**src/rtl/osc_readout.sv**
```systemverilog
// Read-side sequencer for the oscillator-count sample memory: sweeps the read port once per
// START and emits a framed byte stream (sync header, samples MSB-first, XOR checksum).
module osc_readout #(
    parameter int unsigned ADD_WIDTH    = 16,
    parameter int unsigned MEM_WIDTH    = 16,
    parameter int unsigned NUM_SAMPLES  = 16384,
    parameter int unsigned READ_LATENCY = 2,
    parameter logic [7:0]  SYNC0        = 8'hA5,
    parameter logic [7:0]  SYNC1        = 8'h5A
) (
    input  logic                 CLOCK,
    input  logic                 RESET,
    input  logic                 START,
    output logic [ADD_WIDTH-1:0] ADDRESS,
    input  logic [MEM_WIDTH-1:0] MEM_DATA,
    output logic [7:0]           TX_BYTE,
    output logic                 TX_VALID,
    input  logic                 TX_READY,
    output logic                 BUSY,
    output logic                 DONE
);

    localparam int unsigned          NUM_BYTES = MEM_WIDTH / 8;
    localparam int unsigned          IDX_W     = $clog2(NUM_BYTES) + 1;
    localparam logic [ADD_WIDTH-1:0] LAST_ADDR = ADD_WIDTH'(NUM_SAMPLES - 1);
    localparam logic [IDX_W-1:0]     LAST_IDX  = IDX_W'(NUM_BYTES - 1);
    localparam logic [2:0]           LAST_LAT  = 3'(READ_LATENCY - 1);

    typedef enum logic [2:0] {
        StIdle,
        StHdr0,
        StHdr1,
        StWait,
        StLoad,
        StSend,
        StCsum,
        StDone
    } state_e;

    state_e               state_q;
    logic [MEM_WIDTH-1:0] shift_q;
    logic [IDX_W-1:0]     byte_idx_q;
    logic [2:0]           lat_cnt_q;
    logic [7:0]           csum_q;

    logic                 xfer;
    logic [MEM_WIDTH-1:0] shift_next;
    logic [7:0]           csum_next;

    assign xfer       = TX_VALID & TX_READY;
    assign shift_next = shift_q << 8;
    assign csum_next  = csum_q ^ TX_BYTE;

    always_ff @(posedge CLOCK) begin
        if (RESET) begin
            state_q    <= StIdle;
            ADDRESS    <= '0;
            TX_BYTE    <= '0;
            TX_VALID   <= 1'b0;
            BUSY       <= 1'b0;
            DONE       <= 1'b0;
            shift_q    <= '0;
            byte_idx_q <= '0;
            lat_cnt_q  <= '0;
            csum_q     <= '0;
        end else begin
            DONE <= 1'b0;
            unique case (state_q)
                StIdle: begin
                    if (START) begin
                        state_q  <= StHdr0;
                        BUSY     <= 1'b1;
                        ADDRESS  <= '0;
                        csum_q   <= '0;
                        TX_BYTE  <= SYNC0;
                        TX_VALID <= 1'b1;
                    end
                end
                StHdr0: begin
                    if (xfer) begin
                        TX_BYTE <= SYNC1;
                        state_q <= StHdr1;
                    end
                end
                StHdr1: begin
                    if (xfer) begin
                        TX_VALID  <= 1'b0;
                        lat_cnt_q <= '0;
                        state_q   <= StWait;
                    end
                end
                // ADDRESS is held here, so the memory pipeline settles on the current word
                StWait: begin
                    lat_cnt_q <= lat_cnt_q + 3'd1;
                    if (lat_cnt_q == LAST_LAT) begin
                        state_q <= StLoad;
                    end
                end
                StLoad: begin
                    shift_q    <= MEM_DATA;
                    TX_BYTE    <= MEM_DATA[MEM_WIDTH-1 -: 8];
                    TX_VALID   <= 1'b1;
                    byte_idx_q <= '0;
                    state_q    <= StSend;
                end
                StSend: begin
                    if (xfer) begin
                        csum_q     <= csum_next;
                        shift_q    <= shift_next;
                        byte_idx_q <= byte_idx_q + 1'b1;
                        if (byte_idx_q == LAST_IDX) begin
                            // Compare before increment so a full address space never wraps
                            if (ADDRESS == LAST_ADDR) begin
                                TX_BYTE <= csum_next;
                                state_q <= StCsum;
                            end else begin
                                ADDRESS   <= ADDRESS + 1'b1;
                                TX_VALID  <= 1'b0;
                                lat_cnt_q <= '0;
                                state_q   <= StWait;
                            end
                        end else begin
                            TX_BYTE <= shift_next[MEM_WIDTH-1 -: 8];
                        end
                    end
                end
                StCsum: begin
                    if (xfer) begin
                        TX_VALID <= 1'b0;
                        DONE     <= 1'b1;
                        state_q  <= StDone;
                    end
                end
                StDone: begin
                    BUSY    <= 1'b0;
                    state_q <= StIdle;
                end
            endcase
        end
    end

endmodule

```
**config.mk**
```make
export PLATFORM = sky130hd
export DESIGN_NAME = osc_readout
export DESIGN_NICKNAME = d
export VERILOG_FILES = /design/src/rtl/osc_readout.sv
export SDC_FILE = /design/constraint.sdc
export NUM_CORES = 1
export LEC_CHECK = 0
export CAP_MARGIN = 30
export CORE_MARGIN = 2
export CORE_UTILIZATION = 40
export DETAILED_ROUTE_END_ITERATION = 8
export HOLD_SLACK_MARGIN = 0.08
export PLACE_DENSITY = 0.65
export REMOVE_ABC_BUFFERS = 1
export SLEW_MARGIN = 20
export SYNTH_ARGS = -nofsm -noshare
export SYNTH_HDL_FRONTEND = slang
export SYNTH_SLANG_ARGS = --single-unit
```
**constraint.sdc**
```tcl
create_clock -name CLOCK -period 2 [get_ports CLOCK]
set_input_delay 0.6 -clock CLOCK [delete_from_list [all_inputs] [get_ports CLOCK]]
set_output_delay 0.6 -clock CLOCK [all_outputs]
set_load 0.02 [all_outputs]
```
==> impl_metrics.ini <==
[run_status]
status = finished clean

[power_and_ir_drop]
clkPwrFrac_pct = 20.8
p_int_mw = 2.02
power.switching_mw = 1.15
leakage_nw = 1.59
p_comb_share_pct = 40.1
switching_share_pct = 36.4
power-per-cell-area_nw_per_um2 = 828
seq_power_share_pct = 39.2
p_total_mw = 3.17
vdd_drop_max_mv = 0.299

[detailed_routing]
wl_per_cell_microns = 14.5
drcViolationCount = 0
routed_wl_microns = 7390
viasPerCell = 5.26
drtIter0Drc = 185
antenna_left = 0
first_pass_iters = 4
vias = 2690

[timing]
worstMarginPinSlew_ns = 0.526
hold_ws_ns = 0.468
fmax_ghz = 0.510
finalHoldViolations = 0
slew_headroom_pct = 64.8
skew_ns = 0.00621
finalMaxSlewViolations = 0
rsz0062_at_grt = no
setup_viol = 0
finalCritPeriodShare_pct = 98.1
fin_crit_ns = 1.96

[placement]
place_congestion = 0.833
hpwl_microns = 5270
port_buffers = 46

[cts]
hold_buffers = 0
cts_setup_buffers = 0
cts_buffers = 5
insertion_delay_ns = 0.30
clock-root-buffer = clkbuf_8
clock_sinks = 51
cts_tree = done
htree_levels = 2
clk_pin_slew_ns = 0.09
clockBufferDepth = 2

[synthesis]
netlist_area_sq_um = 2810
avgSynthCellArea_sq_um = 8.20
synth_seq_area_share_pct = 36.3
syn_inst = 343
yosys_warnings = 0
ys_ff_latch = 51
synth-edff-count = 0
synth_ff_type = dfxtp_1
async_flop_share_pct = 0
ys_types = 55

[floorplan]
start_util_pct = 41.4
io-pin-count = 47
die_area_sq_um = 7720
die-height_microns = 87.9
rows = 30
dieWidth_microns = 87.9
core-area_sq_um = 6790

[setup_path]
max_stage_delay_ns = 0.64
worstPathArrival_ns = 1.36
critPathRequiredTime_ns = 1.40
crit_chain = clkdlybuf4s50_1
critical_path.slowest_cell = clkdlybuf4s50_1
cp-end-kind = output pin
crit_buf_inv = 1
cp-start-kind = flop
path_class = reg2out
critPathTopFamily = buffers and inverters
crit_fanout = 5

[grt]
overflow = 0
grt_pass1_wl_microns = 12400
grt_max_degree = 25
grt_usage_pct = 20.0
grt_pass1_vias = 2544
antenna_found_initial = 0

[finish]
diodes = 0
drive_above_1_share_pct = 15.9
area.growth.synth_to_final_pct = 36.0
nets = 438

[worst_hold_path]
hp-class = reg2reg

[flow_run]
drv_cap = 0
## metrics by stage
stage	setup WS [ns]	std cells	area, sq um	TNS, ns	util, %
final	0.0373	511	3830	0	56.3
after global placement	-0.480	502	3580	-12.87	52.7
after detailed placement	-0.521	502	3580	-13.36	52.7
after global routing	0.00217	511	3830	0	56.3
after floorplan	-0.213	322	2720	-2.21	-
after CTS	0.00310	510	3750	0	55.1
## worst min-delay path: cells and delay by family, from the launching register on
kind | cells | cell delay (ns)
AND/OR/NAND/NOR | 1 | 0.06
AO/OA/AOI/OAI | 1 | 0.06
flip-flops | 1 | 0.31
## metal layers
layer | part of all wire [%] | wire, microns | global-route usage, %
met3 | 3.4 | 248 | 3.49
met2 | 47 | 3480 | 31.4
met1 | 49 | 3610 | 28.8
met5 | 0 | 0 | 0
met4 | 0.81 | 60 | 4.34
## placed cells by master, fill, tap and decap left out, types with 2 or more instances in the layout
master,synthesis,layout
nor4_4,2,2
a21oi_1,35,35
inv_1,10,10
nand3_1,18,18
a31oi_1,3,2
nor2b_1,2,2
clkdlybuf4s50_1,0,24
or3_1,2,2
nor2_1,48,48
nor3_1,6,6
clkbuf_8,0,7
nand2b_1,8,8
o2111ai_1,2,2
and2_1,3,3
nand4_1,3,3
o211ai_1,2,2
ha_1,4,4
buf_4,0,36
xor2_1,4,4
a221o_1,4,4
dlymetal6s2s_1,0,16
dfxtp_1,51,50
nand3b_1,11,11
xnor2_1,18,18
a211oi_1,6,6
nand2_1,20,20
o21ai_0,24,24
nor4_1,2,2
o22ai_1,2,2
dlygate4sd2_1,0,6
a2111oi_4,1,5
nor3b_1,4,4
## synth_stat cells (all sizes together), types with 4 or more instances
cell type / number / share of area [%]
nor3b: 4 / 1.1
nor3: 6 / 1.1
nand3b: 11 / 2.9
a2111oi: 6 / 3.5
inv: 10 / 1.3
nor4: 4 / 2.0
buf: 6 / 1.5
o21ai: 24 / 4.3
a21oi: 35 / 6.2
a221o: 4 / 1.4
nand2: 20 / 2.7
nand2b: 8 / 1.8
xnor2: 18 / 5.6
clkbuf: 15 / 2.0
nand3: 19 / 3.6
nor2: 48 / 6.4
dfxtp: 51 / 36
xor2: 4 / 1.2
ha: 4 / 1.8
a211oi: 6 / 1.6
nand4: 4 / 1.4
## sequential cells by signal, summed over array words and instances, names as in the netlist, 2 cells and up
register / flops
ADDRESS: 16
TX_BYTE: 8
byte_idx_q: 2
csum_q: 8
lat_cnt_q: 3
shift_q: 8
state_q: 3
## worst paths after layout
kind	end	cells past startpoint	slack, ns	startpoint
max	TX_BYTE[4]	1	0.04	TX_BYTE[4]
max reg2reg	ADDRESS[9]	6	0.12	state_q[2]
min reg2reg	shift_q[2]	2	0.47	shift_q[2]
min	shift_q[2]	2	0.47	shift_q[2]
## cell type report
cell class,instances,area [sq um]
sequential,51,1020
fill,642,2970
inverter,10,37.5
tap,96,120
multi-input combinational,261,1750
timing repair buffer,85,795
clock buffer,8,100
## cell families after synthesis
group,count (synthesis),synth area share [%]
AOI/OAI and AO/OA,94,22.3
xor gates and xnor gates,22,6.85
adders and majority gates,4,1.78
buffers and inverters,31,4.80
DFF,51,36.3
muxes,1,0.400
and+or+nand+nor,140,27.6
## what timing repair did
action                     CTS  global route
setup endpoints to repair   24            36
pin swaps                    6             1
cloned                       0             1
resized for setup           14            23
## power by group through the flow
| stage | clock network (mW) | logic (mW) | registers [mW] |
|---|---|---|---|
| after floorplan | 0 | 0.513 | 1.41 |
| after global placement | 0 | 1.16 | 1.26 |
| final | 0.658 | 1.27 | 1.24 |
| after CTS | 0.673 | 1.22 | 1.24 |
| after detailed placement | 0 | 1.18 | 1.27 |
| after global routing | 0.713 | 1.38 | 1.26 |
(Power assumes the default switching activity.)
